## src/rtl/mat_sched_if.sv

```systemverilog
// Request/response handshake bundle for mat_addsub_sched.
// Two requesters present operands with valid/ready; the scheduler returns
// a tagged result on a valid/ready response channel.
interface mat_sched_if #(
  parameter int MAT_W = 64,
  parameter int RES_W = 160
);
  logic             req0_valid;
  logic             req0_ready;
  logic [MAT_W-1:0] req0_mat_A;
  logic [MAT_W-1:0] req0_mat_B;
  logic             req0_sign;

  logic             req1_valid;
  logic             req1_ready;
  logic [MAT_W-1:0] req1_mat_A;
  logic [MAT_W-1:0] req1_mat_B;
  logic             req1_sign;

  logic             resp_valid;
  logic             resp_ready;
  logic             resp_id;
  logic [RES_W-1:0] resp_mat;
  logic             resp_err;

  modport master (
    output req0_valid, req0_mat_A, req0_mat_B, req0_sign,
    output req1_valid, req1_mat_A, req1_mat_B, req1_sign,
    output resp_ready,
    input  req0_ready, req1_ready,
    input  resp_valid, resp_id, resp_mat, resp_err
  );

  modport slave (
    input  req0_valid, req0_mat_A, req0_mat_B, req0_sign,
    input  req1_valid, req1_mat_A, req1_mat_B, req1_sign,
    input  resp_ready,
    output req0_ready, req1_ready,
    output resp_valid, resp_id, resp_mat, resp_err
  );
endinterface

```

## src/rtl/mat_addsub_sched.sv

```systemverilog
// Scheduler/controller for the 4x4 matrix add/subtract datapath.
// Round-robin arbitration between two requesters, latches the winner's
// operands, clears the path for one cycle, pulses add_en, waits for the
// sticky finish and returns the captured result tagged with the owner ID.
// Optional: define MAT_SCHED_TIMEOUT_EN to bound the WAIT state to
// TIMEOUT_CYCLES cycles; on expiry the response carries resp_err = 1 and
// an all-zero result.
module mat_addsub_sched #(
  parameter int MAT_W          = 64,
  parameter int RES_W          = 160,
  parameter int TIMEOUT_CYCLES = 16
) (
  input  logic             clk,
  input  logic             rst,
  mat_sched_if.slave       bus,
  output logic [MAT_W-1:0] path_mat_A,
  output logic [MAT_W-1:0] path_mat_B,
  output logic             path_sign,
  output logic             path_add_en,
  output logic             path_rst,
  input  logic [RES_W-1:0] path_mat_out,
  input  logic             path_finish
);

  typedef enum logic [2:0] {IDLE, CLR, START, WAIT, RESP} state_t;

  state_t           state;
  state_t           state_nxt;
  logic             rr_ptr;
  logic             gnt_any;
  logic             gnt_id;
  logic             hs;
  logic [MAT_W-1:0] mat_A_q;
  logic [MAT_W-1:0] mat_B_q;
  logic             sign_q;
  logic             id_q;
  logic [RES_W-1:0] resp_mat_q;

  if (TIMEOUT_CYCLES < 1) begin : g_timeout_range
    $error("TIMEOUT_CYCLES must be at least 1");
  end

`ifdef MAT_SCHED_TIMEOUT_EN
  localparam int CNT_W = $clog2(TIMEOUT_CYCLES + 1);
  logic [CNT_W-1:0] wait_cnt;
  logic             timeout;
  logic             resp_err_q;
  assign timeout = (wait_cnt == CNT_W'(TIMEOUT_CYCLES - 1));
`endif

  // Round-robin grant: the pointer requester wins when valid, else the other
  always_comb begin
    gnt_any = bus.req0_valid | bus.req1_valid;
    gnt_id  = 1'b0;
    if (rr_ptr) gnt_id = bus.req1_valid ? 1'b1 : 1'b0;
    else        gnt_id = bus.req0_valid ? 1'b0 : 1'b1;
  end

  assign hs             = (state == IDLE) & gnt_any;
  assign bus.req0_ready = hs & ~gnt_id;
  assign bus.req1_ready = hs &  gnt_id;

  // Next-state logic for the operation sequence
  always_comb begin
    state_nxt = state;
    case (state)
      IDLE:  if (hs) state_nxt = CLR;
      CLR:   state_nxt = START;
      START: state_nxt = WAIT;
      WAIT: begin
        if (path_finish) state_nxt = RESP;
`ifdef MAT_SCHED_TIMEOUT_EN
        else if (timeout) state_nxt = RESP;
`endif
      end
      RESP:  if (bus.resp_ready) state_nxt = IDLE;
      default: state_nxt = IDLE;
    endcase
  end

  // State register
  always_ff @(posedge clk) begin
    if (rst) state <= IDLE;
    else     state <= state_nxt;
  end

  // Arbitration pointer and owner tag; pointer moves to the loser
  always_ff @(posedge clk) begin
    if (rst) begin
      rr_ptr <= 1'b0;
      id_q   <= 1'b0;
    end else if (hs) begin
      rr_ptr <= ~gnt_id;
      id_q   <= gnt_id;
    end
  end

  // Operand latch at handshake; held through CLR/START/WAIT/RESP
  always_ff @(posedge clk) begin
    if (rst) begin
      mat_A_q <= '0;
      mat_B_q <= '0;
      sign_q  <= 1'b0;
    end else if (hs) begin
      mat_A_q <= gnt_id ? bus.req1_mat_A : bus.req0_mat_A;
      mat_B_q <= gnt_id ? bus.req1_mat_B : bus.req0_mat_B;
      sign_q  <= gnt_id ? bus.req1_sign  : bus.req0_sign;
    end
  end

  // Result capture on finish (or zeroed on timeout when enabled)
  always_ff @(posedge clk) begin
    if (rst) begin
      resp_mat_q <= '0;
`ifdef MAT_SCHED_TIMEOUT_EN
      resp_err_q <= 1'b0;
`endif
    end else if (state == WAIT) begin
      if (path_finish) begin
        resp_mat_q <= path_mat_out;
`ifdef MAT_SCHED_TIMEOUT_EN
        resp_err_q <= 1'b0;
      end else if (timeout) begin
        resp_mat_q <= '0;
        resp_err_q <= 1'b1;
`endif
      end
    end
  end

`ifdef MAT_SCHED_TIMEOUT_EN
  // WAIT cycle counter, held at zero outside WAIT so it starts clean on entry
  always_ff @(posedge clk) begin
    if (rst || state != WAIT) wait_cnt <= '0;
    else                      wait_cnt <= wait_cnt + 1'b1;
  end
  assign bus.resp_err = resp_err_q;
`else
  assign bus.resp_err = 1'b0;
`endif

  assign bus.resp_valid = (state == RESP);
  assign bus.resp_id    = id_q;
  assign bus.resp_mat   = resp_mat_q;

  // Path is held in reset with rst so a stale sticky finish never survives
  assign path_rst    = rst | (state == CLR);
  assign path_add_en = (state == START);
  assign path_mat_A  = mat_A_q;
  assign path_mat_B  = mat_B_q;
  assign path_sign   = sign_q;

endmodule

```

## src/flat_wrapper.sv

```systemverilog
// flat-port wrapper written by rule: the top's interface ports become plain ports
module mat_addsub_sched_flat 
#(
  parameter int MAT_W          = 64,
  parameter int RES_W          = 160,
  parameter int TIMEOUT_CYCLES = 16
)
  (clk, rst, path_mat_A, path_mat_B, path_sign, path_add_en, path_rst, path_mat_out, path_finish, bus_req0_valid, bus_req0_mat_A, bus_req0_mat_B, bus_req0_sign, bus_req1_valid, bus_req1_mat_A, bus_req1_mat_B, bus_req1_sign, bus_resp_ready, bus_req0_ready, bus_req1_ready, bus_resp_valid, bus_resp_id, bus_resp_mat, bus_resp_err);
  mat_sched_if #(.MAT_W(MAT_W), .RES_W(RES_W)) bus_i ();
  input  logic clk;
  input  logic rst;
  output logic [MAT_W-1:0] path_mat_A;
  output logic [MAT_W-1:0] path_mat_B;
  output logic path_sign;
  output logic path_add_en;
  output logic path_rst;
  input  logic [RES_W-1:0] path_mat_out;
  input  logic path_finish;
  input wire logic [$bits(bus_i.req0_valid)-1:0] bus_req0_valid;
  input wire logic [$bits(bus_i.req0_mat_A)-1:0] bus_req0_mat_A;
  input wire logic [$bits(bus_i.req0_mat_B)-1:0] bus_req0_mat_B;
  input wire logic [$bits(bus_i.req0_sign)-1:0] bus_req0_sign;
  input wire logic [$bits(bus_i.req1_valid)-1:0] bus_req1_valid;
  input wire logic [$bits(bus_i.req1_mat_A)-1:0] bus_req1_mat_A;
  input wire logic [$bits(bus_i.req1_mat_B)-1:0] bus_req1_mat_B;
  input wire logic [$bits(bus_i.req1_sign)-1:0] bus_req1_sign;
  input wire logic [$bits(bus_i.resp_ready)-1:0] bus_resp_ready;
  output wire logic [$bits(bus_i.req0_ready)-1:0] bus_req0_ready;
  output wire logic [$bits(bus_i.req1_ready)-1:0] bus_req1_ready;
  output wire logic [$bits(bus_i.resp_valid)-1:0] bus_resp_valid;
  output wire logic [$bits(bus_i.resp_id)-1:0] bus_resp_id;
  output wire logic [$bits(bus_i.resp_mat)-1:0] bus_resp_mat;
  output wire logic [$bits(bus_i.resp_err)-1:0] bus_resp_err;
  assign bus_i.req0_valid = bus_req0_valid;
  assign bus_i.req0_mat_A = bus_req0_mat_A;
  assign bus_i.req0_mat_B = bus_req0_mat_B;
  assign bus_i.req0_sign = bus_req0_sign;
  assign bus_i.req1_valid = bus_req1_valid;
  assign bus_i.req1_mat_A = bus_req1_mat_A;
  assign bus_i.req1_mat_B = bus_req1_mat_B;
  assign bus_i.req1_sign = bus_req1_sign;
  assign bus_i.resp_ready = bus_resp_ready;
  assign bus_req0_ready = bus_i.req0_ready;
  assign bus_req1_ready = bus_i.req1_ready;
  assign bus_resp_valid = bus_i.resp_valid;
  assign bus_resp_id = bus_i.resp_id;
  assign bus_resp_mat = bus_i.resp_mat;
  assign bus_resp_err = bus_i.resp_err;
  mat_addsub_sched #(.MAT_W(MAT_W), .RES_W(RES_W), .TIMEOUT_CYCLES(TIMEOUT_CYCLES)) u_core (.clk(clk), .rst(rst), .bus(bus_i), .path_mat_A(path_mat_A), .path_mat_B(path_mat_B), .path_sign(path_sign), .path_add_en(path_add_en), .path_rst(path_rst), .path_mat_out(path_mat_out), .path_finish(path_finish));
endmodule
```

## config.mk

```make
export PLATFORM = sky130hd
export DESIGN_NAME = mat_addsub_sched_flat
export DESIGN_NICKNAME = d
export VERILOG_FILES = /design/src/rtl/mat_sched_if.sv /design/src/rtl/mat_addsub_sched.sv /design/src/flat_wrapper.sv
export SDC_FILE = /design/constraint.sdc
export NUM_CORES = 1
export LEC_CHECK = 0
export ABC_AREA = 1
export CAP_MARGIN = 20
export CORE_AREA = 2 2 277 279
export CTS_CLUSTER_DIAMETER = 150
export DETAILED_ROUTE_END_ITERATION = 8
export DIE_AREA = 0 0 279 281
export GPL_ROUTABILITY_DRIVEN = 0
export MAX_ROUTING_LAYER = met4
export PLACE_DENSITY = 0.41
export SLEW_MARGIN = 20
export SYNTH_ARGS = -nofsm -noshare
export SYNTH_HDL_FRONTEND = slang
export SYNTH_SLANG_ARGS = --single-unit
```

## constraint.sdc

```tcl
create_clock -name clk -period 1.7 [get_ports clk]
set_input_delay 0.255 -clock clk [delete_from_list [all_inputs] [get_ports clk]]
set_output_delay 0.255 -clock clk [all_outputs]
set_load 0.05 [all_outputs]
```

After elaboration in Yosys (flattened, before gate mapping)
Cells that the tools add are included.

Equal/unequal tests: 7. Muxes and demuxes: 10. Bitwise operators: 6. Reduce and logical (&&, ||, !) cells: 3.

Operator list (number): 2-to-1 mux 64 bit (2); case mux 3 bit (5 select lines) (1); 2-to-1 mux 3 bit (3); equality test 3 x 2 -> 1 bit, second input constant (2); 2-to-1 mux 1 bit (4); != test 2 bit, second input constant (2); AND 1 bit (3); equality test 3 x 1 -> 1 bit, second input constant (1); equality test 3 bit, second input constant (1); zero test 3 bit (1); AND reduction 3 bit (1); != test 2 x 1 -> 1 bit, second input constant (1); bitwise OR 1 bit (2); AND reduction 2 bit (1); NOT 1 bit (1).

Bits in registers: 294. Input bits: 424. Output and inout bits: 296. Word-level logic and storage cells: 33.

Logic depth before layout (Yosys ltp)
Word-level depth: 4. Depth in mapped cells: 8. Gate-level depth less buffers: 6.

Worst setup path after synthesis
Ideal clock, no wire load.

Path kind: reg2out. Start: register u_core.rr_ptr. End: output bus_req0_ready. Arrival time: 1.625 ns. Data required time: 1.445 ns. Setup slack: -0.180 ns. Cell stages (with the launch flop): 6. Buffers on the path: 2. Cells stage by stage: dfxtp_1 nand2_1 clkbuf_1 buf_2 nand2_1 nor2_1.

Cells in the longest elaborated chain, start to end: 3.

Ends and longest elaborated chain: from (decl) (RTL line mat_addsub_sched.sv:29) `logic rr_ptr;`; from (signal assigned) (RTL line mat_addsub_sched.sv:93) `rr_ptr <= ~gnt_id;`; 2-to-1 mux 1 bit (RTL line mat_addsub_sched.sv:55) `if (rr_ptr) gnt_id = bus.req1_valid ? 1'b1 : 1'b0;`; NOT 1 bit (RTL line mat_addsub_sched.sv:60) `assign bus.req0_ready = hs & ~gnt_id;`; AND 1 bit (RTL line mat_addsub_sched.sv:60); to (decl) (RTL line flat_wrapper.sv:28) `output wire logic [$bits(bus_i.req0_ready)-1:0] bus_req0_ready;`.

No other way between the ends.

Final worst setup path
Start: register u_core.state[1]. End: output bus_req0_ready.

Cells in the longest elaborated chain, start to end: 3.

Ends and longest elaborated chain: from (decl) (RTL line mat_addsub_sched.sv:27) `state_t state;`; from (signal assigned) (RTL line mat_addsub_sched.sv:84) `else state <= state_nxt;`; zero test 3 bit (RTL line mat_addsub_sched.sv:59) `assign hs = (state == IDLE) & gnt_any;`; AND 1 bit (RTL line mat_addsub_sched.sv:59); AND 1 bit (RTL line mat_addsub_sched.sv:60).

No other way between the ends.

==> flow_summary_export.csv <==
group,metric,value,unit
die,pin_count,720,
layout,nets,2881,
worst_setup_path,path_class,"reg2out",
die,rows,101,
global_routing,antenna_found_initial,8,
synthesis,synth.top_cells.by_area,"dfxtp_1 (47%), nand3_1 (17%), nand2_1 (17%)",
run_status,status,"complete, but fails checks",
synthesis,synth_edf_count,0,
power_and_ir_drop,switching_share,34.3,%
sta,slew_headroom,58.9,%
synthesis,yosys_warnings,0,
worst_hold_path,whs_endpoint,"u_core.bus.resp_mat[131]$_SDFFE_PP0P_",
synthesis,synth_flop_cell,"dfxtp_1",
clock_network,cts_num_sinks,294,
power_and_ir_drop,p_int,15.3,mW
clock_network,cts_tree,"built",
worst_hold_path,holdCritPathClass,"in2reg",
worst_hold_path,min_from,"path_finish",
power_and_ir_drop,vdd_drop_max,0.000585,V
global_routing,grt_pass1_vias,14900,
global_routing,grt_first_pass_wirelength,93400,um
drt,drt_wl_total,65800,um
worst_setup_path,ff2ff_path_depth,8,
power_and_ir_drop,p_comb_share,30.5,%
synthesis,synth_seq_cells,294,
synthesis,synth_area_leader_cell,"dfxtp_1",
power_and_ir_drop,p_total,23.3,mW
worst_setup_path,critPathBufInv,2,
synthesis,async_flop_share,0,%
die,die_h,281,um
worst_setup_path,critPathMaxFanout,3,
worst_setup_path,worst_r2r_startpoint,"u_core.state[0]$_SDFFE_PP0P_",
layout,area_growth,77.8,%
sta,finalHoldViolCount,0,
sta,max_freq,550,MHz
placement,port_buffers,718,
die,die_w,279,um
worst_setup_path,r2r_slack,0.09,ns
clock_network,cts_buffer_depth,3,
synthesis,synth.most_common_cell,"nand2_1",
power_and_ir_drop,clockPowerShare,36.6,%
run_status,violations,"setup timing",
drt,drtAntennaViolNets,0,
worst_setup_path,worstPathArrival,1.56,ns
job,cap_violations,0,
synthesis,syn_inst,1760,
sta,setup_viol,3,
drt,num_vias,14800,
power_and_ir_drop,power_density,1050,nW/um^2
worst_setup_path,end_kind,"primary output",
worst_setup_path,cpMaxStageDelayCell,"dfxtp_4",
clock_network,numCtsBuffers,39,
synthesis,synth_cell_types,20,
global_routing,grt_max_degree,110,
die,core_area,75400,um^2
synthesis,synth_area_per_cell,7.08,um^2
drt,wire_per_inst,18.9,um
synthesis,ys_seq_area_share,47.2,%
placement,dp_hpwl,48600,um
sta,final.min_clock_period,1.82,ns
synthesis,syn-num-nets,2184,
die,design.die.area,78400,um^2
worst_setup_path,worstPathRequired,1.44,ns
worst_setup_path,reg2reg_to,"u_core.bus.resp_mat[151]$_SDFFE_PP0P_",
layout,finalNonFillerCells,3473,
synthesis,yosysTopAreaCellShare,47.2,%
sta,fin_skew,0.00959,ns
power_and_ir_drop,power.leakage,9.09,nW
clock_network,path_clk_slew,0.06,ns
worst_setup_path,critPathTopFamily,"simple AND/OR/NAND/NOR gates",
worst_setup_path,cpPeakStageDelay,0.35,ns
placement,place_ws,-0.244,ns
synthesis,syn-cell-area,12500,um^2
sta,worst_pin_slew,0.616,ns
sta,fin_ws,-0.117,ns
layout,drive_above_1_share,19.8,%
clock_network,clk_latency,0.56,ns
drt,drt_pass1_iterations,5,
power_and_ir_drop,switchingPower,7.98,mW
sta,drv_slew,0,
drt,drt_iter0_markers,673,
worst_hold_path,holdPathStages,4,
global_routing,globalRouteOverflowTotal,0,
drt,drcViolationCount,0,
worst_setup_path,worstPathCellList,"nor2_4 > nand3b_1 > buf_6 > nor2_4 > buf_12",
sta,rsz0062_at_grt,"yes",
sta,finalCritPeriodShare,107,%
placement,place_inst,3382,
clock_network,root_buffer,"clkbuf_16",
drt,via_per_inst,4.27,
die,start_util,16.5,%
worst_setup_path,start_kind,"register",
clock_network,cts_max_level,2,
layout,utilization,29.4,%
global_routing,gr-usage-all-layers,16.0,%
power_and_ir_drop,seq_power_share,33.0,%
synthesis,synthTopCellsByCount,"nand2_1 (558), nand3_1 (422), dfxtp_1 (294), a21oi_1 (290), clkbuf_1 (77)",
worst_setup_path,crit_top_cell,"nor2_4",
worst reg2reg max path: cells and delay by family, from the launching register on:
| family | cells | cell delay [ns] |
|---|---|---|
| AOI/OAI and AO/OA | 1 | 0.06 |
| and+or+nand+nor | 4 | 0.45 |
| buffers and inverters | 3 | 0.58 |
| DFF | 1 | 0.39 |
state kept, by name, summed over array words and instances, names as in the netlist:
| name | count |
|---|---|
| u_core.path_mat_B | 64 |
| u_core.path_mat_A | 64 |
| u_core.bus.resp_id | 1 |
| u_core.path_sign | 1 |
| u_core.rr_ptr | 1 |
| u_core.state | 3 |
| u_core.bus.resp_mat | 160 |
cell usage in the layout, fill, tap and decap left out, drive strengths merged:
cell,synthesis,layout
conb,1,1
clkinv,0,8
bufinv,0,2
o21ai,2,2
a21oi,290,290
clkbuf,78,62
dlygate4sd3,0,1
diode,0,8
inv,9,10
nor3,1,1
clkdlybuf4s50,0,421
a31oi,1,1
nand3,422,422
nand3b,2,2
nor2,10,10
dfxtp,294,294
clkinvlp,0,2
nand2,559,559
buf,91,399
worst max path at each step:
stage	from	to	slack [ns]	cells past startpoint
6_report	u_core.state[1]$_SDFFE_PP0P_	bus_req0_ready	-0.12	5
4_1_cts	u_core.state[1]$_SDFFE_PP0P_	bus_req0_ready	-0.19	5
5_1_grt	u_core.state[1]$_SDFFE_PP0P_	bus_req0_ready	-0.24	5
3_3_place_gp	bus_req1_valid	u_core.path_mat_A[58]$_SDFFE_PP0N_	-0.21	9
2_1_floorplan	u_core.rr_ptr$_SDFFE_PP0N_	bus_req0_ready	0.04	5
3_5_place_dp	bus_req0_valid	u_core.path_mat_A[56]$_SDFFE_PP0N_	-0.24	8
area by class of cell:
class                      count  area, um^2
timing repair buffer         825        7790
multi-input combinational   1288        5860
fill                        8152       53300
clock inverter                13         139
clock buffer                  58        1190
sequential                   294        5900
antenna                        8        20.0
inverter                       9        38.8
tap                          978        1220
cells by family after synthesis:
kind of cell | after synthesis | share of synthesized area, %
flip-flops | 294 | 47.2
AO/OA/AOI/OAI | 293 | 11.8
AND/OR/NAND/NOR | 994 | 34.4
buffers and inverters | 178 | 6.62
other | 1 | 0.0301
routing by layer:
metal  routed length, um  up-vias  GRT usage [%]  share of wire, %
met5                   0        -              -                 0
met4                1470        0           4.67               2.2
met3                4590       75           4.18               7.0
met2               33900      506           28.1                51
met1               25900     6951           17.8                39
li1                    -     7304              -                 -
power groups by stage:
stage | Clock, mW | Sequential (mW) | Combinational, mW
2_1_floorplan | 0 | 9.42 | 2.14
3_3_place_gp | 0 | 7.80 | 7.02
3_5_place_dp | 0 | 7.82 | 7.02
4_1_cts | 8.86 | 7.68 | 7.11
5_1_grt | 9.14 | 7.74 | 7.58
6_report | 8.51 | 7.68 | 7.09
stage by stage:
stage	hold slack (ns)	TNS (ns)	instance area, um^2
5_1_grt	0.150	-0.553	22200
6_report	0.162	-0.182	22200
3_5_place_dp	0.454	-21.07	20500
2_1_floorplan	0.419	0	12500
4_1_cts	0.0545	-0.374	22000
3_3_place_gp	0.450	-16.31	20500
timing repair:
item,4_1_cts,5_1_grt
pin swaps,6,3
setup endpoints to repair,5,75
resized for setup,27,5
setup buffers,7,0
gates cloned,0,4
endpoints found under the hold margin,5,0
hold buffers,1,0
(Power assumes the default switching activity.)
